===== config.mk =====
export PLATFORM = sky130hd
export DESIGN_NAME = max7219_refresh_ctrl_flat
export DESIGN_NICKNAME = d
export VERILOG_FILES = /design/src/rtl/max7219_refresh_ctrl_if.sv /design/src/rtl/max7219_refresh_ctrl.sv /design/src/flat_wrapper.sv
export SDC_FILE = /design/constraint.sdc
export NUM_CORES = 1
export LEC_CHECK = 0
export CORE_MARGIN = 2
export CORE_UTILIZATION = 40
export DETAILED_ROUTE_END_ITERATION = 10
export PLACE_DENSITY = 0.56
export SYNTH_ARGS = -nofsm -noshare
export SYNTH_HDL_FRONTEND = slang
export SYNTH_SLANG_ARGS = --single-unit

===== constraint.sdc =====
create_clock -name clock -period 4 [get_ports clock]
set_input_delay 0.8 -clock clock [delete_from_list [all_inputs] [get_ports clock]]
set_output_delay 0.8 -clock clock [all_outputs]
set_load 0.05 [all_outputs]

===== src/rtl/max7219_refresh_ctrl_if.sv =====
// Application/shifter-facing signal bundle for max7219_refresh_ctrl.
// The master side is the controller; the slave side is its environment.
interface max7219_refresh_ctrl_if;
   logic        wr_en;
   logic [2:0]  wr_addr;
   logic [7:0]  wr_data;
   logic        int_wr;
   logic [3:0]  int_value;
   logic [15:0] shift_data;
   logic        shift_valid;
   logic        shift_ack;
   logic        init_done;
   logic        busy;
   logic [1:0]  dbg_state;

   // shift_data/shift_valid are held until shift_ack is sampled high while
   // shift_valid=1; at most one word is outstanding, ack without valid is ignored.
   modport master (
      input  wr_en, wr_addr, wr_data, int_wr, int_value, shift_ack,
      output shift_data, shift_valid, init_done, busy, dbg_state
   );

   modport slave (
      output wr_en, wr_addr, wr_data, int_wr, int_value, shift_ack,
      input  shift_data, shift_valid, init_done, busy, dbg_state
   );
endinterface


===== src/rtl/max7219_refresh_ctrl.sv =====
// MAX7219 sequencer: init words after reset, then refresh of 8 digit registers
// from a local frame buffer (on write or timer) and runtime intensity updates.
module max7219_refresh_ctrl #(
   parameter logic [7:0] DECODE_MODE    = 8'h00,
   parameter logic [3:0] INIT_INTENSITY = 4'h8,
   parameter logic [2:0] SCAN_LIMIT     = 3'd7,
   parameter int         REFRESH_CYCLES = 1000000
) (
   input  logic                   clock,
   input  logic                   reset_n,
   max7219_refresh_ctrl_if.master bus
);

   typedef enum logic [1:0] {
      S_INIT      = 2'd0,
      S_IDLE      = 2'd1,
      S_INTENSITY = 2'd2,
      S_REFRESH   = 2'd3
   } state_t;

   localparam int             TW   = $clog2(REFRESH_CYCLES + 1);
   localparam logic [TW-1:0]  RC_T = TW'(REFRESH_CYCLES);

   state_t        r_state, w_state_nx;
   logic [2:0]    r_index, w_index_nx, w_index_p1;
   logic [7:0]    r_fb [8];
   logic          r_dirty, w_dirty_nx;
   logic          r_int_pending, w_int_pending_nx;
   logic [3:0]    r_int_latched, w_int_eff;
   logic [TW-1:0] r_timer, w_timer_nx, w_timer_inc;
   logic [15:0]   r_shift_data, w_shift_data_nx;
   logic          r_shift_valid, w_shift_valid_nx;
   logic          r_init_done, w_init_done_nx;
   logic          w_ack;

   function automatic logic [15:0] init_word(input logic [2:0] i);
      case (i)
         3'd0:    init_word = 16'h0C00;
         3'd1:    init_word = 16'h0F00;
         3'd2:    init_word = {8'h09, DECODE_MODE};
         3'd3:    init_word = {8'h0A, 4'h0, INIT_INTENSITY};
         3'd4:    init_word = {8'h0B, 5'h00, SCAN_LIMIT};
         default: init_word = 16'h0C01;
      endcase
   endfunction

   function automatic logic [15:0] refresh_word(input logic [2:0] i, input logic [7:0] b);
      logic [3:0] a;
      a = {1'b0, i} + 4'd1;
      refresh_word = {4'h0, a, b};
   endfunction

   assign w_ack      = bus.shift_ack & r_shift_valid;
   assign w_index_p1 = r_index + 3'd1;
   // A strobe landing on the INTENSITY entry edge is sent directly, so it is never lost.
   assign w_int_eff  = bus.int_wr ? bus.int_value : r_int_latched;
   assign w_timer_inc = (r_timer == RC_T) ? r_timer : r_timer + TW'(1);

   always_comb begin
      w_state_nx       = r_state;
      w_index_nx       = r_index;
      w_dirty_nx       = r_dirty | bus.wr_en;
      w_int_pending_nx = r_int_pending | bus.int_wr;
      w_timer_nx       = r_timer;
      w_shift_data_nx  = r_shift_data;
      w_shift_valid_nx = r_shift_valid;
      w_init_done_nx   = r_init_done;
      case (r_state)
         S_INIT: begin
            if (!r_shift_valid) begin
               w_shift_data_nx  = init_word(r_index);
               w_shift_valid_nx = 1'b1;
            end else if (w_ack) begin
               if (r_index == 3'd5) begin
                  w_state_nx       = S_IDLE;
                  w_index_nx       = 3'd0;
                  w_shift_valid_nx = 1'b0;
                  w_init_done_nx   = 1'b1;
               end else begin
                  w_index_nx      = w_index_p1;
                  w_shift_data_nx = init_word(w_index_p1);
               end
            end
         end
         S_IDLE: begin
            // Comparing the incremented count makes the idle gap exactly REFRESH_CYCLES.
            w_timer_nx = w_timer_inc;
            if (r_int_pending) begin
               w_state_nx       = S_INTENSITY;
               w_shift_data_nx  = {8'h0A, 4'h0, w_int_eff};
               w_shift_valid_nx = 1'b1;
            end else if (r_dirty || (w_timer_inc == RC_T)) begin
               w_state_nx       = S_REFRESH;
               w_index_nx       = 3'd0;
               w_dirty_nx       = bus.wr_en;
               w_timer_nx       = '0;
               w_shift_data_nx  = refresh_word(3'd0, r_fb[0]);
               w_shift_valid_nx = 1'b1;
            end
         end
         S_INTENSITY: begin
            if (w_ack) begin
               w_state_nx       = S_IDLE;
               w_shift_valid_nx = 1'b0;
               w_int_pending_nx = bus.int_wr;
            end
         end
         S_REFRESH: begin
            if (w_ack) begin
               if (r_index == 3'd7) begin
                  w_state_nx       = S_IDLE;
                  w_index_nx       = 3'd0;
                  w_timer_nx       = '0;
                  w_shift_valid_nx = 1'b0;
               end else begin
                  w_index_nx      = w_index_p1;
                  w_shift_data_nx = refresh_word(w_index_p1, r_fb[w_index_p1]);
               end
            end
         end
         default: w_state_nx = S_INIT;
      endcase
   end

   always_ff @(posedge clock or negedge reset_n) begin
      if (!reset_n) begin
         r_state       <= S_INIT;
         r_index       <= 3'd0;
         r_dirty       <= 1'b1;
         r_int_pending <= 1'b0;
         r_int_latched <= 4'h0;
         r_timer       <= '0;
         r_shift_data  <= 16'h0000;
         r_shift_valid <= 1'b0;
         r_init_done   <= 1'b0;
      end else begin
         r_state       <= w_state_nx;
         r_index       <= w_index_nx;
         r_dirty       <= w_dirty_nx;
         r_int_pending <= w_int_pending_nx;
         r_timer       <= w_timer_nx;
         r_shift_data  <= w_shift_data_nx;
         r_shift_valid <= w_shift_valid_nx;
         r_init_done   <= w_init_done_nx;
         if (bus.int_wr) r_int_latched <= bus.int_value;
      end
   end

   always_ff @(posedge clock or negedge reset_n) begin
      if (!reset_n) begin
         for (int i = 0; i < 8; i++) r_fb[i] <= 8'h00;
      end else if (bus.wr_en) begin
         r_fb[bus.wr_addr] <= bus.wr_data;
      end
   end

   assign bus.shift_data  = r_shift_data;
   assign bus.shift_valid = r_shift_valid;
   assign bus.init_done   = r_init_done;
   assign bus.busy        = (r_state != S_IDLE);
   assign bus.dbg_state   = r_state;

endmodule


===== src/flat_wrapper.sv =====
// flat-port wrapper written by rule: the top's interface ports become plain ports
module max7219_refresh_ctrl_flat 
#(
   parameter logic [7:0] DECODE_MODE    = 8'h00,
   parameter logic [3:0] INIT_INTENSITY = 4'h8,
   parameter logic [2:0] SCAN_LIMIT     = 3'd7,
   parameter int         REFRESH_CYCLES = 1000000
)
  (clock, reset_n, bus_wr_en, bus_wr_addr, bus_wr_data, bus_int_wr, bus_int_value, bus_shift_ack, bus_shift_data, bus_shift_valid, bus_init_done, bus_busy, bus_dbg_state);
  max7219_refresh_ctrl_if bus_i ();
  input  logic clock;
  input  logic reset_n;
  input wire logic [$bits(bus_i.wr_en)-1:0] bus_wr_en;
  input wire logic [$bits(bus_i.wr_addr)-1:0] bus_wr_addr;
  input wire logic [$bits(bus_i.wr_data)-1:0] bus_wr_data;
  input wire logic [$bits(bus_i.int_wr)-1:0] bus_int_wr;
  input wire logic [$bits(bus_i.int_value)-1:0] bus_int_value;
  input wire logic [$bits(bus_i.shift_ack)-1:0] bus_shift_ack;
  output wire logic [$bits(bus_i.shift_data)-1:0] bus_shift_data;
  output wire logic [$bits(bus_i.shift_valid)-1:0] bus_shift_valid;
  output wire logic [$bits(bus_i.init_done)-1:0] bus_init_done;
  output wire logic [$bits(bus_i.busy)-1:0] bus_busy;
  output wire logic [$bits(bus_i.dbg_state)-1:0] bus_dbg_state;
  assign bus_i.wr_en = bus_wr_en;
  assign bus_i.wr_addr = bus_wr_addr;
  assign bus_i.wr_data = bus_wr_data;
  assign bus_i.int_wr = bus_int_wr;
  assign bus_i.int_value = bus_int_value;
  assign bus_i.shift_ack = bus_shift_ack;
  assign bus_shift_data = bus_i.shift_data;
  assign bus_shift_valid = bus_i.shift_valid;
  assign bus_init_done = bus_i.init_done;
  assign bus_busy = bus_i.busy;
  assign bus_dbg_state = bus_i.dbg_state;
  max7219_refresh_ctrl #(.DECODE_MODE(DECODE_MODE), .INIT_INTENSITY(INIT_INTENSITY), .SCAN_LIMIT(SCAN_LIMIT), .REFRESH_CYCLES(REFRESH_CYCLES)) u_core (.clock(clock), .reset_n(reset_n), .bus(bus_i));
endmodule

==> metrics, run 1 <==
buffer and inverter count on the worst path 0; initial antenna violation count 0; count leader, synth dfrtp_1; Inserted Diodes 0; Synth Flop Type dfrtp_1; post-DR wirelength/cell approximately 19 um; Synth Area in Compound Gates a little over a tenth; unrepaired setup endpoints after global routing false; CP max stage cell dfrtp_1; Max Cap Viol 0; HP Class in2async; FF-to-FF setup slack 590 ps; Final Cycle Share 85.2%; top-area cell type share of the netlist area a little over two fifths; Residual DRC 0; share of layout cells above drive strength 1 23.6%; Num Clock Sinks about 110; crit path launch type flop; largest net degree at the start of global routing 110; post-synthesis mux area share 22.7%; Max Slew Vio Count 0; critical path's largest stage delay around 580 ps; die width between 100 and 150 um; clk_skew about 11 ps; mean post-synth cell area about 11 um2; Period minus WS final roughly 3400 ps; CTS tree done; Vias/cell 5.78; adder-cell share of the synthesized area under 10%; Critical R2R Launch u_core.r_timer[7]; largest family of logic cells by synthesized area multiplexers; number of distinct library cells after synthesis between 60 and 70; post-cts sizing count 0; cell chain of the critical path nand4_4 > nor4_4 > mux2_2 > a32o_2 > nor4_4 > nor2_4 > a21oi_4 > mux2_2; Mapped Area between 6000 and 7000 um2; cell taking the most area after synthesis dfrtp_1; r2r endpoint u_core.bus.shift_data[0]; final hold violation count 0; Synth Area in Simple Gates 15.0%; GR Util All Layers between 10% and 20%; flops & latches, synth about 110; crit-path leading delay family simple AND/OR/NAND/NOR gates; R2R cell count 8; initial drt markers 360; GR Overflow Total 0; Synth area leaders dfrtp_1 44%, mux2_2 13%, mux4_2 5.8%, nand2_1 2.8%, ha_1 2.4%; final worst slack ~590 ps; CP endpoint kind flop; Max FO, Critical Path 12; crit path DAT 3670 ps; Port Buffers 36; Slew HR approximately 42%; first-pass GRT wire length roughly 24000 um; pre-CTS WS between 600 and 700 ps; Worst Hold Slack 465 ps; Net Sw Frac around a quarter; vias in the first global route roughly 4.5k; Num CTS Buffers 9; nets ~610; worst-margin pin slew roughly 870 ps; Layout area overhead 13.4%; Gate power share roughly an eighth; Worst-Skew Late Latency roughly 370 ps; WL final between 10000 and 15000 um; crit path kind reg2reg; Sw Pwr slightly below 0.7 mW; # rows 45; post-route ant nets 0; Final Setup Violations 0; RePlAce Congestion around 0.94; Mapped Cells around 560; Max clock buf depth 2; vias approximately 4.5k; Hold-fix buffers, CTS 0; clock-pin slew on the worst setup and hold paths 80 ps; Max VDD drop between 0.2 and 0.3 mV; die area ~16000 um2; Power Total around 2.6 mW; internal power between 1.5 and 2 mW; power share of the sequential group between 50 and 60%; PD cells between 300 and 400 nW/um2; asr flop ratio synth 100%; xor/xnor cell area share of the yosys netlist less than 1%; EDFF count, synth 0; fmax approximately 0.29 GHz; status finished clean; DPL Wire Length around 10000 um; Post-CTS Setup Bufs 0; Seq/Total Area, Yosys ~44%; Pleak slightly below 3 nW; synth cell count leaders 108 x dfrtp_1, 72 x mux2_2, 46 x nand2_1; clock root cell clkbuf_16; Clk pwr share ~36%; Fillers 1376; DR pass1 iterations 5; H-tree levels 3; Req. time, crit path ~4300 ps; core area around 15000 um2; Starting Density between 40% and 50%; I/O Pins roughly 40; Final Util between 40% and 50%; die height 128 um; setup TNS 0 ps; Yosys warnings 0
cell usage in the layout (no fill, tap or decap), drive strengths merged, types with 6 or more instances in the layout:
cell type and instances:
mux2i 11, mux4 16, clkbuf 9, nor2 31
ha 12, nor3 14, nand4 10, clkdlybuf4s50 35
a21oi 21, o21ai 30, inv 25, nand2 46
nand3 15, nor4 8, dfrtp 108, a31oi 12
or3 6, mux2 80, buf 12
per-layer routing:
metal  GRT usage (%)  vias up  part of all wire, %
li1                -     2093                    -
met1            27.5     2249                   49
met2            28.9      100                   46
met3            4.34       24                  4.1
met4            4.98        0                  1.6
met5               0        -                    0
registers in the layout (all words and copies together) (netlist names):
name / count
u_core.bus.dbg_state: 2
u_core.bus.shift_data: 12
u_core.r_timer: 20
u_core.r_dirty: 1
u_core.r_int_pending: 1
u_core.bus.init_done: 1
u_core.r_fb: 64
u_core.bus.shift_valid: 1
u_core.r_index: 3
u_core.r_int_latched: 4
worst max path at each step:
stage                           start                        to  slack, ps  cells past startpoint
floorplan           u_core.r_index[0]  u_core.bus.shift_data[4]        590                     10
global placement    u_core.r_timer[7]  u_core.bus.shift_data[0]        660                      8
detailed placement  u_core.r_timer[7]  u_core.bus.shift_data[1]        610                      8
CTS                 u_core.r_timer[7]  u_core.bus.shift_data[0]        600                      8
global route        u_core.r_timer[7]  u_core.bus.shift_data[0]        400                      8
finish              u_core.r_timer[7]  u_core.bus.shift_data[0]        590                      8
kinds of logic after synthesis:
family / count (synthesis)
buf+inv: 57
other cells: 1
fa+ha+maj: 12
simple gates: 164
flops: 109
mux: 107
compound gates: 99
xor+xnor: 7
final cells by class:
type                    instances  area (um2)  area share [%]
repair buffers                 47         453            6.47
flip-flops and latches        109        2730            39.0
multi-input cells             393        3200            45.7
clock inverters                 7        82.6            1.18
well taps                     188         235            3.36
inverters                      20        75.1            1.07
clock buffers                   9         225            3.22
power groups by stage:
| stage | Combinational, mW | Sequential, mW | Clock (mW) |
|---|---|---|---|
| finish | 0.325 | 1.32 | 0.938 |
| CTS | 0.331 | 1.32 | 0.965 |
| global route | 0.357 | 1.34 | 1.00 |
| global placement | 0.320 | 1.33 | 0 |
| floorplan | 0.240 | 1.32 | 0 |
| detailed placement | 0.330 | 1.34 | 0 |
metrics by stage:
stage | instances | cell area (um2)
finish | 773 | 7000
global route | 773 | 7000
CTS | 773 | 7000
detailed placement | 757 | 6690
global placement | 757 | 6690
floorplan | 559 | 6180
Note: power is estimated with default switching activity, not from simulation.
==> run 2: changes to the inputs <==
- CTS_CLUSTER_DIAMETER: default -> 40
- MAX_ROUTING_LAYER: default -> met4
==> run 2 against run 1 <==
  * Critical path depth unchanged
  * Combinational power about the same
  * Setup slack got worse by 18 ps
  * Global-route usage up 0.75 points
  * Total power grew 0.92%
  * Register-to-register slack got worse by 20 ps
  * Non-clock buffer count fell by 2
  * Routed wire length decreased by 0.51%
  * Die area is the same
  * Clock power is 2.3% higher
  * Worst hold slack improved by 27 ps
  * Final cell count down 0.26%
==> metrics, run 2 (synthesis gave the netlist of run 1 again) <==
Final Setup Violations 0 (unchanged); vias in the first global route 4537 (was 4455); final hold violation count 0 (unchanged); clk_skew 12.0 ps (was 10.7 ps); fmax 0.292 GHz (was 0.293 GHz); R2R cell count 8 (unchanged); CP endpoint kind flop (unchanged); unrepaired setup endpoints after global routing false (unchanged); CTS tree done (unchanged); Max Slew Vio Count 0 (unchanged); Worst Hold Depth 1; Largest register FFs 64 (unchanged); Biggest register u_core.r_fb (unchanged); Max clock buf depth 2 (unchanged); die height 128 um (unchanged); worst-margin pin slew 942 ps (was 867 ps); Max Cap Viol 0 (unchanged); Pleak 2.92 nW (was 2.93 nW); die width 128 um (unchanged); post-DR wirelength/cell 19.1 um (was 19.2 um); r2r endpoint u_core.bus.shift_data[1] (was u_core.bus.shift_data[0]); met3 wire len 547 um (was 609 um); Port Buffers 36 (unchanged); DPL Wire Length 10400 um (was 10300 um); Worst-Skew Late Latency 370 ps (about the same); Post-CTS Setup Bufs 0 (unchanged); Hold-fix buffers, CTS 0 (unchanged); DR top layer met4 (unchanged); Layout area overhead 13.3% (was 13.4%); Vias/cell 5.73 (was 5.78); Num CTS Buffers 9 (unchanged); post-route ant nets 0 (unchanged); first-pass GRT wire length 24500 um (was 24200 um); vias 4414 (was 4466); met1 wire length 6820 um (was 7200 um); Max VDD drop 0.243 mV (was 0.291 mV); die area 16400 um2 (unchanged); clock root cell clkbuf_16 (unchanged); crit path launch type flop (unchanged); Worst Hold Slack 492 ps (was 465 ps); Final Cycle Share 85.7% (was 85.2%); core area 15100 um2 (unchanged); metal2 WL 7270 um (was 6780 um); Max FO, Critical Path 12 (unchanged); post-cts sizing count 0 (unchanged); crit-path leading delay family simple AND/OR/NAND/NOR gates (unchanged); critical path's largest stage delay 580 ps (about the same); share of layout cells above drive strength 1 23.3% (was 23.6%); Power Total 2.61 mW (was 2.58 mW); Num Clock Sinks 109 (unchanged); Critical R2R Launch u_core.r_timer[7] (unchanged); min-delay src u_core.bus.init_done; I/O Pins 41 (unchanged); largest net degree at the start of global routing 69 (was 110); GR Overflow Total 0 (unchanged); buffer and inverter count on the worst path 0 (unchanged); RePlAce Congestion 0.968 (was 0.945); most frequent cells in the layout 108 x dfrtp_1, 72 x mux2_2, 46 x nand2_1, 35 x clkdlybuf4s50_1, 29 x nor2_1 (unchanged); status finished clean (unchanged); crit path kind reg2reg (unchanged); clock-pin slew on the worst setup and hold paths 80 ps (about the same); CP max stage cell dfrtp_1 (unchanged); H-tree levels 3 (unchanged); Inserted Diodes 0 (unchanged); initial antenna violation count 0 (unchanged); # rows 45 (unchanged); initial drt markers 384 (was 360); Slew HR 37.2% (was 42.2%); FF-to-FF setup slack 570 ps (was 590 ps); Residual DRC 0 (unchanged); Req. time, crit path 4250 ps (was 4260 ps); GR Util All Layers 19.8% (was 19.1%); WHS Endpoint u_core.bus.init_done; PD cells 373 nW/um2 (was 369 nW/um2); WL final 14800 um (about the same); setup TNS 0 ps (unchanged); cell chain of the critical path nand4_4 > nor4_4 > mux2_2 > a32o_2 > nor4_4 > nor2_4 > a21oi_4 > mux2_2 (unchanged); DR pass1 iterations 5 (unchanged); commonest non-fill, non-tap cell in the layout dfrtp_1 (unchanged); crit path DAT 3680 ps (was 3670 ps); Final Util 46.2% (about the same); nets 610 (was 612); HP Class reg2reg (was in2async); Starting Density 40.8% (unchanged); Period minus WS final 3430 ps (was 3410 ps)
## run 2: worst max path at each step
| stage | start | end | cells after the start |
|---|---|---|---|
| after floorplan | u_core.r_index[0] | u_core.bus.shift_data[4] | 10 |
| final | u_core.r_timer[7] | u_core.bus.shift_data[1] | 8 |
| after global routing | u_core.r_timer[7] | u_core.bus.shift_data[0] | 8 |
| after global placement | u_core.r_timer[7] | u_core.bus.shift_data[1] | 8 |
| after detailed placement | u_core.r_timer[7] | u_core.bus.shift_data[1] | 8 |
| after CTS | u_core.r_timer[7] | u_core.bus.shift_data[0] | 8 |
## run 2: layer usage
layer	up-vias	global-route usage, %
met4	0	5.43
met5	-	-
met1	2224	26.5
met3	10	3.30
li1	2088	-
met2	92	31.3
## run 2: layout make-up
cell class / count / area [um2]
Multi-Input combinational cell: 393 / 3200
Timing Repair Buffer: 45 / 425
Inverter: 20 / 75.1
Fill cell: 1413 / 8150
Clock inverter: 7 / 104
Sequential cell: 109 / 2730
Clock buffer: 9 / 225
Tap cell: 188 / 235
## run 2: metrics by stage
step | setup WS [ps] | cell area, um2 | cells
3_3_place_gp | 664 | 6670 | 755
6_report | 573 | 7000 | 771
3_5_place_dp | 608 | 6670 | 755
5_1_grt | 362 | 7000 | 771
2_1_floorplan | 587 | 6180 | 559
4_1_cts | 568 | 7000 | 771
## run 2: power breakdown
part	switching, mW	internal, mW	leakage, nW
clock	0.498	0.462	0.158
combinational	0.125	0.201	1.53
sequential	0.0737	1.25	1.24
==> run 3: changes to the inputs <==
- CTS_CLUSTER_DIAMETER: 40 -> default
==> results of run 3 <==
Final layout, timing and power as in run 2 (identical DEF).
